===== src/rtl/sseg_scan_ctrl.sv =====
// Multiplexed seven-segment scanner with hex or decimal (double-dabble) view.
// Adds sign, leading-zero blanking, per-digit dp and overflow dashes.
module sseg_scan_ctrl #(
  parameter int DIGITS   = 4,
  parameter int DATA_W   = 16,
  parameter int SCAN_DIV = 100000
) (
  input  logic              clk,
  input  logic              rst_n,
  input  logic [DATA_W-1:0] data,
  input  logic              hex_dec,
  input  logic              sign,
  input  logic              blank_lz,
  input  logic [DIGITS-1:0] dp_mask,
  input  logic              load,
  output logic              busy,
  output logic              conv_done,
  output logic [6:0]        seg,
  output logic [DIGITS-1:0] an,
  output logic              dp
);

  localparam int BCD_N = (DATA_W + 3) / 3;
  localparam int BW    = 4 * BCD_N;
  localparam int MW    = DATA_W + 1;
  localparam int DDW   = BW + MW;
  localparam int HW    = (4 * DIGITS > DATA_W) ? 4 * DIGITS : DATA_W;
  localparam int DW    = (4 * DIGITS > BW) ? 4 * DIGITS : BW;
  localparam int PW    = $clog2(SCAN_DIV);
  localparam int IW    = $clog2(DIGITS);
  localparam int CW    = $clog2(MW + 1);

  localparam logic [6:0] DASH  = 7'h3F;
  localparam logic [6:0] BLANK = 7'h7F;

  function automatic logic [6:0] glyph(input logic [3:0] v);
    logic [6:0] g;
    case (v)
      4'h0: g = 7'h3F;
      4'h1: g = 7'h06;
      4'h2: g = 7'h5B;
      4'h3: g = 7'h4F;
      4'h4: g = 7'h66;
      4'h5: g = 7'h6D;
      4'h6: g = 7'h7D;
      4'h7: g = 7'h07;
      4'h8: g = 7'h7F;
      4'h9: g = 7'h6F;
      4'hA: g = 7'h77;
      4'hB: g = 7'h7C;
      4'hC: g = 7'h39;
      4'hD: g = 7'h5E;
      4'hE: g = 7'h79;
      default: g = 7'h71;
    endcase
    return ~g;
  endfunction

  logic [PW-1:0]            presc;
  logic [IW-1:0]            idx;
  logic                     valid;
  logic [DIGITS-1:0][6:0]   disp_seg;
  logic [DIGITS-1:0]        disp_dp;

  logic [DDW-1:0]           dd;
  logic [DDW-1:0]           dd_adj;
  logic [DDW-1:0]           dd_nxt;
  logic [CW-1:0]            cnt;
  logic                     neg_q;
  logic                     blz_q;
  logic [DIGITS-1:0]        dpm_q;
  logic                     last;
  logic                     neg_in;
  logic [MW-1:0]            mag_in;

  logic [HW-1:0]            hex_pad;
  logic [DW-1:0]            dec_pad;
  logic                     ovf;
  logic                     lead;
  logic [DIGITS-1:0][6:0]   hex_seg;
  logic [DIGITS-1:0][6:0]   dec_seg;
  logic [DIGITS-1:0]        dec_dp;

  // BCD digits sit above the binary bits; one add-3 then shift per clock
  always_comb begin
    dd_adj = dd;
    for (int n = 0; n < BCD_N; n++) begin
      if (dd[MW+4*n +: 4] >= 4'd5)
        dd_adj[MW+4*n +: 4] = dd[MW+4*n +: 4] + 4'd3;
    end
    dd_nxt = dd_adj << 1;
    last   = busy && (cnt == CW'(MW - 1));
    neg_in = sign && data[DATA_W-1];
    mag_in = neg_in ? -{data[DATA_W-1], data}
                    : {1'b0, data};
  end

  always_comb begin
    hex_pad = HW'(data);
    hex_seg = '0;
    for (int i = 0; i < DIGITS; i++)
      hex_seg[i] = glyph(hex_pad[4*i +: 4]);

    dec_pad = DW'(dd_nxt[DDW-1 -: BW]);
    ovf     = 1'b0;
    for (int n = 0; n < DW / 4; n++) begin
      if (dec_pad[4*n +: 4] != 4'd0 &&
          (n >= DIGITS || (neg_q && n == DIGITS - 1)))
        ovf = 1'b1;
    end

    lead    = 1'b1;
    dec_seg = '0;
    for (int i = DIGITS - 1; i >= 0; i--) begin
      if (neg_q && i == DIGITS - 1) begin
        dec_seg[i] = DASH;
      end else begin
        lead = lead && (dec_pad[4*i +: 4] == 4'd0);
        dec_seg[i] = (blz_q && lead && i != 0) ? BLANK
                   : glyph(dec_pad[4*i +: 4]);
      end
    end
    dec_dp = ~dpm_q;

    if (ovf) begin
      dec_seg = {DIGITS{DASH}};
      dec_dp  = '1;
    end
  end

  always_ff @(posedge clk or negedge rst_n) begin
    if (!rst_n) begin
      busy      <= 1'b0;
      conv_done <= 1'b0;
      valid     <= 1'b0;
      disp_seg  <= '0;
      disp_dp   <= '0;
      dd        <= '0;
      cnt       <= '0;
      neg_q     <= 1'b0;
      blz_q     <= 1'b0;
      dpm_q     <= '0;
    end else begin
      conv_done <= 1'b0;
      if (busy) begin
        dd  <= dd_nxt;
        cnt <= cnt + CW'(1);
        if (last) begin
          busy      <= 1'b0;
          disp_seg  <= dec_seg;
          disp_dp   <= dec_dp;
          conv_done <= 1'b1;
          valid     <= 1'b1;
        end
      end else if (load) begin
        if (hex_dec) begin
          busy  <= 1'b1;
          cnt   <= '0;
          dd    <= {{BW{1'b0}}, mag_in};
          neg_q <= neg_in;
          blz_q <= blank_lz;
          dpm_q <= dp_mask;
        end else begin
          disp_seg  <= hex_seg;
          disp_dp   <= ~dp_mask;
          conv_done <= 1'b1;
          valid     <= 1'b1;
        end
      end
    end
  end

  always_ff @(posedge clk or negedge rst_n) begin
    if (!rst_n) begin
      presc <= '0;
      idx   <= '0;
      seg   <= BLANK;
      an    <= '1;
      dp    <= 1'b1;
    end else begin
      if (presc == PW'(SCAN_DIV - 1)) begin
        presc <= '0;
        idx   <= (idx == IW'(DIGITS - 1)) ? '0
               : idx + IW'(1);
      end else begin
        presc <= presc + PW'(1);
      end
      if (valid) begin
        seg <= disp_seg[idx];
        an  <= ~(DIGITS'(1) << idx);
        dp  <= disp_dp[idx];
      end else begin
        seg <= BLANK;
        an  <= '1;
        dp  <= 1'b1;
      end
    end
  end

endmodule

===== config.mk =====
export PLATFORM = sky130hd
export DESIGN_NAME = sseg_scan_ctrl
export DESIGN_NICKNAME = d
export VERILOG_FILES = /design/src/rtl/sseg_scan_ctrl.sv
export SDC_FILE = /design/constraint.sdc
export NUM_CORES = 1
export LEC_CHECK = 0
export ABC_AREA = 1
export BUFFER_PORTS_ARGS = -buffer_cell sky130_fd_sc_hd__buf_2
export CAP_MARGIN = 10
export CORE_MARGIN = 4
export CORE_UTILIZATION = 40
export CTS_CLUSTER_DIAMETER = 120
export DETAILED_ROUTE_END_ITERATION = 6
export PLACE_DENSITY = 0.67
export SLEW_MARGIN = 20
export SYNTH_ARGS = -nofsm -noshare
export SYNTH_HDL_FRONTEND = slang
export SYNTH_SLANG_ARGS = --single-unit
export TNS_END_PERCENT = 100

===== constraint.sdc =====
create_clock -name clk -period 5.8 [get_ports clk]
set_input_delay 0.29 -clock clk [delete_from_list [all_inputs] [get_ports clk]]
set_output_delay 0.29 -clock clk [all_outputs]
set_load 0.005 [all_outputs]

==> results.md, run 1 <==
- Mapped Cells: between 1k and 1.5k
- Number of library cell types mapped by synthesis: 48
- Switch share: 45.7%
- Worst setup startpoint: dd[25]$_DFFE_PN0P_
- Required time of the critical path: a little over 6 ns
- Synth async-reset ratio: 100%
- Die X-Extent: 151 um
- Hold WS: between 0.015 and 0.02 ns
- Nets: around 1.3k
- First drt pass iteration count: 5
- Synthesis warning total: 0
- Layout cells sized above 1: about 11%
- Buf+Inv Stages, Crit Path: 4
- TritonCTS clock tree: built
- Period utilisation layout: between 40% and 50%
- Crit path max-delay family: simple AND/OR/NAND/NOR gates
- Sink Count: 118
- CTS Buf Count: 17
- Final Setup Violations: 0
- Core Area: 20,200 um2
- Via/cell ratio: about 5.2
- Post-CTS Setup Inserts: 0
- Vias in the first global route: a little over 7k
- Remaining global-route overflow: 0
- Fillers: approximately 2.0k
- Max-slew headroom: a little over a third
- Initial antenna violation count: 0
- Reg-to-Reg End: disp_seg[1]$_DFFE_PN0P_
- Status: finished, final reports clean
- Post-synthesis compound-gate area fraction: between 10% and 20%
- Main combinational cell family by area after synthesis: simple AND/OR/NAND/NOR gates
- Clock group share of total power: 22.5%
- Syn nets: 1,227
- Sequential share of power: 28.3%
- Maximum fanout along the worst path: 16
- Crit path max-delay cell type: dfrtp_1
- IO Pins: 40
- Synthesized area per cell: between 7 and 8 um2
- Fin Setup TNS: 0 ns
- Die H: 151 um
- CTS root buffer: clkbuf_16
- Worst-margin pin slew: about 0.97 ns
- Initial Util: approximately two fifths
- Crit path DAT: about 3.1 ns
- Max-cap violations: 0
- Worst-Skew Late Latency: around 0.43 ns
- Vias: 7,521
- Area occupied by multi-input gates: around 4500 um2
- Rows: 52
- Gr usage total: between 15 and 20%
- Largest net degree at the start of global routing: 72
- Mux cell area share after synthesis: 0.122%
- Post-synth EDFFs: 0
- Xor-xnor portion of the synthesized cell area: less than 1%
- Setup CP Type: reg -> reg
- RSZ-0062 raised after global routing: false
- Adder-cell area share of the yosys netlist: around a tenth
- R2r startpoint: dd[25]$_DFFE_PN0P_
- Leakage power: 4.54 nW
- Gp weighted congestion: around 0.86
- Worst VDD drop: about 0.33 mV
- Synth Flop Type: dfrtp_1
- WL/cell: 14.0 um
- NetSw: 2.14 mW
- Top cell by count, worst path: nand2_1
- Hold buffers post-CTS: 0
- Post-route minimum period: ~2.8 ns
- Initial DRC count: 634
- Sequential cell area: approximately 3000 um2
- Dpl hpwl: 14,100 um
- H-tree depth: 4
- Diode count: 0
- Flops & latches, synth: ~120
- Final hold viol count: 0
- Area Overhead vs Synth: 12.2%
- Routed wire length: just over 20,000 um
- Clk slew on worst S/H paths: roughly 0.06 ns
- DRC Markers: 0
- Mapped Area: between 8000 and 9000 um2
- Post-route ant nets: 0
- Combinational share of power: around 50%
- Sequential share of the synthesized area: 36.1%
- PortBufs: 39
- Hold WC Path Type: in -> async
- CP cell instances: inv_1 -> ha_1 -> inv_1 -> nand2_1 -> nand2_1 -> nand3_1 -> nand2_1 -> inv_1 -> ha_1 -> a21boi_1 -> nand2_2 -> nand2_2 -> nand4_4 -> clkinv_2 -> nand2_1 -> nand3_1 -> nand2_1
- R2R setup slack: approximately 3 ns
- Global-route wire length before repair: approximately 34,000 um
- Crit path launch type: flop
- Worst stage delay on the critical path: 0.40 ns
- Int Pwr: ~2.6 mW
- Simple-gate share of the synthesized area: between 20% and 30%
- Worst reg-to-reg path cell count: 17
- Power Dens Cells: 510 nW/um2
- Clock Path Buffers: 2
- Die footprint: 22,900 um2
- Fmax: around 360 MHz
- Slew Limit Fails: 0
- Worst setup EP type: flop
- Clk_skew: ~0.012 ns
- Post-CTS sizing: 0
## power by group through the flow
stage / clock [mW] / sequential (mW) / combinational, mW
after global routing: 1.12 / 1.37 / 2.66
final: 1.05 / 1.33 / 2.31
after global placement: 0 / 1.33 / 2.26
after CTS: 1.08 / 1.33 / 2.30
after floorplan: 0 / 1.30 / 1.77
after detailed placement: 0 / 1.33 / 2.28
## routing by layer
metal	global-route usage [%]	part of all wire, %	up-vias
met3	3.92	5.0	28
met2	28.4	45	176
met1	25.6	48	3498
met4	6.30	1.9	0
met5	0	0	-
li1	-	-	3819
## metrics by stage
step           power [mW]  cell area, um2  utilization (%)  worst slack (ns)  std cells
2_1_floorplan        3.06            8210                -              3.54       1138
3_3_place_gp         3.59            8620             42.6              3.15       1414
3_5_place_dp         3.62            8620             42.6              3.04       1414
4_1_cts              4.71            9210             45.5              2.98       1446
5_1_grt              5.14            9210             45.5              2.71       1446
6_report             4.70            9210             45.5              2.99       1446
## synthesized netlist by cell type (2+ instances only)
library cell	instances	area [um2]
a21oi_1	42	210
a21oi_2	2	17.5
a31oi_1	6	37.5
buf_1	5	18.8
buf_2	13	65.1
buf_6	2	22.5
clkbuf_1	20	75.1
clkinv_1	5	18.8
clkinv_2	2	10.0
dfrtp_1	106	2650
dfstp_2	12	315
ha_1	63	788
inv_1	130	488
inv_2	7	26.3
nand2_1	289	1080
nand2_2	10	62.6
nand3_1	81	405
nand3_2	3	30.0
nand4_1	19	119
nor2_1	100	375
nor2_2	6	37.5
nor3_1	14	70.1
nor3_2	3	30.0
nor4_1	5	31.3
o2111ai_1	2	17.5
o211ai_1	18	135
o21ai_0	77	385
o21ai_1	23	115
o21bai_1	4	30.0
o221ai_1	2	17.5
o22ai_1	27	169
o311ai_0	10	87.6
o31ai_1	7	52.6
or2_2	2	12.5
xor2_1	8	70.1
## worst register-to-register path, cell delays in order, from the launching register on
cell	delay, ns
dfrtp_1	0.40
inv_1	0.13
ha_1	0.17
inv_1	0.05
nand2_1	0.11
nand2_1	0.07
nand3_1	0.08
nand2_1	0.15
inv_1	0.19
ha_1	0.19
a21boi_1	0.24
nand2_2	0.09
nand2_2	0.09
nand4_4	0.28
clkinv_2	0.25
nand2_1	0.08
nand3_1	0.08
nand2_1	0.06
## layout by cell type (no fill, tap or decap), drive strengths merged
| cell | n |
|---|---|
| o211a | 1 |
| dfstp | 12 |
| a311oi | 1 |
| o311ai | 10 |
| nor3 | 18 |
| o2111ai | 2 |
| nand4 | 20 |
| inv | 142 |
| and3 | 1 |
| a211oi | 1 |
| nand3 | 84 |
| o221ai | 2 |
| xor2 | 8 |
| a21oi | 44 |
| nand3b | 1 |
| o21ai | 100 |
| a21boi | 1 |
| nor2 | 106 |
| ha | 63 |
| o211ai | 18 |
| clkinv | 13 |
| and2 | 1 |
| nand2 | 299 |
| a221oi | 1 |
| o21bai | 4 |
| mux2i | 1 |
| clkbuf | 21 |
| a31oi | 6 |
| dfrtp | 106 |
| xnor2 | 1 |
| nor3b | 1 |
| nor4 | 5 |
| o31ai | 7 |
| o22ai | 27 |
| buf | 46 |
| or2 | 2 |
## state kept, by name, indices dropped and copies added, names as in the netlist, 4 cells and up
register / flops
cnt: 5
dd: 41
seg: 7
an: 4
dpm_q: 4
disp_dp: 4
disp_seg: 28
presc: 17
## final cells by class
type                       count  share of cell area [%]
sequential                   118                    32.2
tap                          270                    3.67
multi-input combinational    836                    49.0
timing repair buffer          46                    2.72
clock inverter                11                   0.896
clock buffer                  21                    5.58
inverter                     144                    5.89
## kinds of logic after synthesis
| group | Yosys count |
|---|---|
| fa+ha+maj | 63 |
| compound gates | 225 |
| xor+xnor | 9 |
| mux | 1 |
| buf+inv | 184 |
| simple gates | 538 |
| flops | 118 |
## worst max-delay path by stage
stage	endpoint	depth (start not counted)
after floorplan	disp_seg[16]$_DFFE_PN0P_	16
after detailed placement	disp_seg[10]$_DFFE_PN0P_	17
after CTS	disp_seg[1]$_DFFE_PN0P_	17
after global placement	disp_seg[9]$_DFFE_PN0P_	17
final	disp_seg[1]$_DFFE_PN0P_	17
after global routing	disp_seg[9]$_DFFE_PN0P_	17
Power figures use the tool's default switching activity.
==> run 2: changes to the inputs <==
--- a/config.mk
+++ b/config.mk
@@ -12,7 +12,7 @@
 export CORE_UTILIZATION = 40
 export CTS_CLUSTER_DIAMETER = 120
 export DETAILED_ROUTE_END_ITERATION = 6
-export PLACE_DENSITY = 0.67
+export PLACE_DENSITY = 0.69
 export SLEW_MARGIN = 20
 export SYNTH_ARGS = -nofsm -noshare
 export SYNTH_HDL_FRONTEND = slang
==> constraint.sdc (replaced) <==
create_clock -name clk -period 2.3 [get_ports clk]
set_input_delay 0.115 -clock clk [delete_from_list [all_inputs] [get_ports clk]]
set_output_delay 0.115 -clock clk [all_outputs]
set_load 0.005 [all_outputs]
==> results.md, run 2 (synthesis gave the netlist of run 1 again) <==
- Clock Path Buffers: 2 (unchanged)
- Max-slew headroom: 52.1% (+17 points)
- CP cell instances: ha_2 -> nand2_2 -> nand2_1 -> nand3_2 -> nand2_2 -> inv_2 -> ha_4 -> a21boi_4 -> nand2_2 -> nand2_4 -> nand4_4 -> buf_6 -> o21ai_2 -> nand2_1
- Vias: 7,739 (+2.9%)
- Setup CP Type: reg -> reg
- Worst setup startpoint: dd[25]$_DFFE_PN0P_
- Largest registers: dd: 41 flops, disp_seg: 28 flops, presc: 17 flops
- Slew Limit Fails: 0 (unchanged)
- Worst hold start: sign
- Power Dens Cells: 1330 nW/um2 (+160%)
- Most flop-heavy register: dd
- Worst stage delay on the critical path: 0.44 ns (+0.04 ns)
- Initial DRC count: 667 (+5.2%)
- Worst-margin pin slew: 0.710 ns (-0.259 ns)
- Crit path launch type: flop
- First drt pass iteration count: 5 (unchanged)
- Via/cell ratio: 5.16 (-0.87%)
- Leakage power: 4.83 nW (+6.5%)
- Die X-Extent: 151 um (unchanged)
- Sink Count: 118 (unchanged)
- H-tree depth: 4 (unchanged)
- Max reg flops: 41 (unchanged)
- Crit path max-delay cell type: dfrtp_1
- Worst VDD drop: 0.723 mV (+120%)
- Rows: 52 (unchanged)
- IO Pins: 40 (unchanged)
- Diode count: 0 (unchanged)
- Worst-Skew Late Latency: 0.42 ns (about the same)
- Routed wire length: 21,000 um (+3.5%)
- PortBufs: 39 (unchanged)
- Area Overhead vs Synth: 21.2%
- Final Setup Violations: 0 (unchanged)
- Nets: 1,307 (+4.4%)
- Die H: 151 um (unchanged)
- DRC Markers: 0 (unchanged)
- Max-cap violations: 0 (unchanged)
- R2r startpoint: dd[25]$_DFFE_PN0P_
- Initial antenna violation count: 0 (unchanged)
- CTS root buffer: clkbuf_16
- Status: finished, final reports clean
- Total power: 13.2 mW (+180%)
- Post-route ant nets: 0 (unchanged)
- RSZ-0062 raised after global routing: true
- Initial Util: 40.6% (unchanged)
- Hold WS: 0.0290 ns (+0.0124 ns)
- Clk_skew: 0.00638 ns (-0.00538 ns)
- Clk slew on worst S/H paths: 0.06 ns (about the same)
- Dpl hpwl: 14,400 um (+2.4%)
- Hold WC Path Type: in -> reg
- Final non-filler cell area: 9950 um2 (+8.0%)
- Layout cells sized above 1: 18.3% (+7.5 points)
- Crit path DAT: 2.59 ns (-0.54 ns)
- Fin Setup TNS: 0 ns (unchanged)
- Fmax: 438 MHz (+23%)
- Gp weighted congestion: 0.908 (+5.7%)
- Most common cell after layout, fill and taps aside: nand2_1
- Setup Slack @ Placement: -0.0743 ns (-3.11 ns)
- Gr usage total: 18.6% (+0.15 points)
- Post-route minimum period: 2.28 ns (-0.533 ns)
- Final setup margin: 0.0190 ns (-2.97 ns)
- Area occupied by multi-input gates: 4750 um2 (+5.2%)
- Leading cell types in the layout, fill and taps excluded: nand2_1 (277), inv_1 (120), dfrtp_1 (106)
- Fillers: 1,937 (-3.8%)
- Vias in the first global route: 7,256 (+2.7%)
- Top cell by count, worst path: nand2_2
- CTS Buf Count: 17 (unchanged)
- Period utilisation layout: 99.2% (+51 points)
- Global-route wire length before repair: 34,600 um (+1.0%)
- WL/cell: 14.0 um (-0.32%)
- Die footprint: 22,900 um2 (unchanged)
- Worst setup EP type: flop
- Area post-placement: 8910 um2 (+3.4%)
- Final hold viol count: 0 (unchanged)
- Maximum fanout along the worst path: 7 (-9)
- Largest net degree at the start of global routing: 48 (-33%)
- Sequential cell area: 2970 um2 (unchanged)
- Core Area: 20,200 um2 (unchanged)
- Remaining global-route overflow: 0 (unchanged)
- TritonCTS clock tree: built
- Required time of the critical path: 2.61 ns (-3.51 ns)
## run 2: layer usage
layer	GRT usage, %	vias to the layer above	share of wire (%)
met5	0	-	0
met4	5.30	0	1.8
met3	3.92	34	4.6
met2	29.2	189	46
met1	25.9	3572	47
li1	-	3944	-
## run 2: worst paths after layout
path | depth (start not counted) | slack (ns) | end
min in group asynchronous | 2 | 0.22 | dd[18]$_DFFE_PN0P_
worst min-delay path | 4 | 0.03 | dd[15]$_DFFE_PN0P_
worst max-delay path | 14 | 0.02 | disp_seg[2]$_DFFE_PN0P_
max in group asynchronous | 3 | 1.41 | seg[5]$_DFF_PN1_
worst max register to register | 14 | 0.02 | disp_seg[2]$_DFFE_PN0P_
worst min register to register | 1 | 0.47 | presc[0]$_DFF_PN0_
## run 2: power by group
group	switching, mW	internal, mW
logic	4.40	2.69
clock network	1.05	1.74
registers	0.452	2.90
## run 2: repair_timing
action,4_1_cts,5_1_grt
hold endpoints to repair,47,0
pin swaps,1,15
gates resized for setup,6,73
cloned,1,0
hold buffers,6,0
endpoints found under the setup margin,23,32
buffers inserted,1,13
## run 2: per-stage QoR
stage	utilization (%)	instances
after floorplan	-	1138
after global placement	44.0	1448
after detailed placement	44.0	1448
after CTS	47.5	1488
after global routing	49.2	1501
final	49.2	1501
## run 2: worst max-delay path, delay by kind of cell (launching register included)
family | cells | cell delay (ns)
AND/OR/NAND/NOR | 8 | 0.77
flip-flops | 1 | 0.44
adder cells (fa/ha/maj) | 2 | 0.37
buffers and inverters | 2 | 0.30
AO/OA/AOI/OAI | 2 | 0.28
## run 2: layout make-up
cell class / instances / area share (%)
multi-input combinational: 836 / 47.8
clock buffer: 18 / 4.41
timing repair buffer: 101 / 7.31
sequential: 118 / 29.8
inverter: 144 / 5.50
tap: 270 / 3.40
clock inverter: 14 / 1.76
==> run 3: changes to the inputs <==
--- a/config.mk
+++ b/config.mk
@@ -8,11 +8,13 @@
 export ABC_AREA = 1
 export BUFFER_PORTS_ARGS = -buffer_cell sky130_fd_sc_hd__buf_2
 export CAP_MARGIN = 10
+export CELL_PAD_IN_SITES_DETAIL_PLACEMENT = 1
+export CELL_PAD_IN_SITES_GLOBAL_PLACEMENT = 1
 export CORE_MARGIN = 4
 export CORE_UTILIZATION = 40
 export CTS_CLUSTER_DIAMETER = 120
 export DETAILED_ROUTE_END_ITERATION = 6
-export PLACE_DENSITY = 0.69
+export PLACE_DENSITY = 0.83
 export SLEW_MARGIN = 20
 export SYNTH_ARGS = -nofsm -noshare
 export SYNTH_HDL_FRONTEND = slang
==> constraint.sdc (replaced) <==
create_clock -name clk -period 2.75 [get_ports clk]
set_input_delay 0.1375 -clock clk [delete_from_list [all_inputs] [get_ports clk]]
set_output_delay 0.1375 -clock clk [all_outputs]
set_load 0.005 [all_outputs]
==> results.md, run 3 (synthesis gave the netlist of run 1 again) <==
- Status: finished, final reports clean
- Switch share: 47.5% (+2.9 points)
- CP cell instances: inv_1 -> ha_1 -> inv_1 -> nand2_1 -> nand3_1 -> xor2_4 -> ha_1 -> nand3_1 -> nor2_1 -> nand3_2 -> nand2_1 -> nand2_1 -> a21oi_1
- Fmax: 390 MHz (-11%)
- Clk slew on worst S/H paths: 0.06 ns (about the same)
- Period utilisation layout: 93.3% (-5.9 points)
- Gr usage total: 22.4% (+3.8 points)
- IO Pins: 40 (unchanged)
- CTS Buf Count: 17 (unchanged)
- Largest registers: dd: 41 flops, disp_seg: 28 flops, presc: 17 flops
- Worst VDD drop: 0.537 mV (-26%)
- Most flop-heavy register: dd
- Power Dens Cells: 1100 nW/um2 (-17%)
- Area post-placement: 8710 um2 (-2.2%)
- Required time of the critical path: 3.11 ns (+0.50 ns)
- Crit path max-delay cell type: dfrtp_1
- First drt pass iteration count: 5 (unchanged)
- Largest net degree at the start of global routing: 53 (+10%)
- Dpl hpwl: 17,900 um (+24%)
- R2R setup slack: 0.18 ns (+0.16 ns)
- Max-slew headroom: 51.1% (-0.95 points)
- Most common cell after layout, fill and taps aside: nand2_1
- Max-cap violations: 0 (unchanged)
- Top layer in use: met4
- Final non-filler cell area: 9410 um2 (-5.4%)
- Post-route ant nets: 0 (unchanged)
- Vias in the first global route: 8,173 (+13%)
- Total power: 10.3 mW (-22%)
- Buf+Inv Stages, Crit Path: 2 (unchanged)
- Hold WC Path Type: in -> reg
- Slew Limit Fails: 0 (unchanged)
- Worst-Skew Late Latency: 0.43 ns (about the same)
- Crit path launch type: flop
- Worst setup EP type: flop
- WL/cell: 17.1 um (+22%)
- Sink Count: 118 (unchanged)
- Setup Slack @ Placement: 0.104 ns (+0.178 ns)
- Setup CP Type: reg -> reg
- DRC Markers: 0 (unchanged)
- Rows: 52 (unchanged)
- Met2 WL post-DR: 12,200 um (+25%)
- Final setup margin: 0.184 ns (+0.165 ns)
- Clock group share of total power: 20.5% (-0.6 points)
- Core Area: 20,200 um2 (unchanged)
- Layout cells sized above 1: 12.4% (-5.8 points)
- Global-route wire length before repair: 41,100 um (+19%)
- Leakage power: 4.60 nW (-4.8%)
- Clk_skew: 0.00900 ns (+0.00263 ns)
- Leading cell types in the layout, fill and taps excluded: nand2_1 (286), inv_1 (128), dfrtp_1 (106)
- Top cell by count, worst path: nand2_1
- Combinational share of power: 52.0% (-1.6 points)
- Initial DRC count: 475 (-29%)
- Crit path max-delay family: simple AND/OR/NAND/NOR gates
- Clock Path Buffers: 2 (unchanged)
- Fin Setup TNS: 0 ns (unchanged)
- Max reg flops: 41 (unchanged)
- Initial antenna violation count: 0 (unchanged)
- Die H: 151 um (unchanged)
- Final Setup Violations: 0 (unchanged)
- Vias: 7,965 (+2.9%)
- Int Pwr: 5.43 mW (-26%)
- Final hold viol count: 0 (unchanged)
- Crit path DAT: 2.92 ns (+0.33 ns)
- Sequential share of power: 27.5% (+2.2 points)
- Diode count: 0 (unchanged)
- Routed wire length: 25,100 um (+20%)
- Initial Util: 40.6% (unchanged)
- Post-route minimum period: 2.57 ns (+0.285 ns)
- TritonCTS clock tree: built
- Maximum fanout along the worst path: 7 (unchanged)
- Area Overhead vs Synth: 14.6%
- Gp weighted congestion: 0.872 (-4.0%)
- Die footprint: 22,900 um2 (unchanged)
- H-tree depth: 4 (unchanged)
- NetSw: 4.91 mW (-17%)
- DRT met1 WL: 11,700 um (+18%)
- Worst stage delay on the critical path: 0.39 ns (-0.05 ns)
- Remaining global-route overflow: 0 (unchanged)
- Met3 wire len: 877 um (-9.6%)
- Via/cell ratio: 5.43 (+5.2%)
- Die X-Extent: 151 um (unchanged)
- PortBufs: 39 (unchanged)
- CTS root buffer: clkbuf_16
- Worst-margin pin slew: 0.732 ns (+0.0225 ns)
- Nets: 1,274 (-2.5%)
run 3: per-layer routing:
metal  up-vias  track usage, %
met1      3938            29.4
met3        27            3.83
met2       132            37.8
li1       3868               -
met4         0            6.44
met5         -               0
run 3: cell type report:
class                           instances  area (um2)
Tap cell                              270         338
Sequential cell                       118        2970
Multi-Input combinational cell        836        4550
Clock buffer                           18         429
Fill cell                            2580       10800
Clock inverter                         14         129
Inverter                              144         547
Timing Repair Buffer                   68         443
run 3: power by group through the flow:
stage	clock network, mW	registers, mW	logic, mW
after global placement	0	2.82	4.99
after detailed placement	0	2.85	5.18
after global routing	2.24	2.91	6.13
final	2.12	2.84	5.38
after floorplan	0	2.74	3.72
after CTS	2.16	2.83	5.27
run 3: tightest hold or removal path: cells and delay by family:
kind	cells	cell delay, ns
compound gates	2	0.15
buf+inv	1	0.09
simple gates	1	0.06
run 3: stage by stage:
stage / utilization, % / cells / hold slack [ns]
2_1_floorplan: - / 1138 / -0.158
3_3_place_gp: 43.1 / 1425 / 0.163
3_5_place_dp: 43.1 / 1425 / 0.167
4_1_cts: 46.1 / 1463 / 0.0539
5_1_grt: 46.5 / 1468 / 0.0887
6_report: 46.5 / 1468 / 0.0653
run 3: what timing repair did:
action                                  4_1_cts  5_1_grt
endpoints found under the setup margin        1       32
gates cloned                                  0        0
resized for setup                             1        9
pin swaps                                     0        1
hold endpoints to repair                     44        0
buffers inserted                              0        5
hold buffers                                  6        0
run 3: worst paths after layout:
path	start	endpoint	cells past startpoint
setup / recovery	dd[26]$_DFFE_PN0P_	disp_seg[13]$_DFFE_PN0P_	13
hold / removal	sign	dd[15]$_DFFE_PN0P_	4
setup reg to reg	dd[26]$_DFFE_PN0P_	disp_seg[13]$_DFFE_PN0P_	13
hold reg to reg	presc[0]$_DFF_PN0_	presc[0]$_DFF_PN0_	1
max in group asynchronous	rst_n	dd[14]$_DFFE_PN0P_	3
min in group asynchronous	rst_n	presc[12]$_DFF_PN0_	2
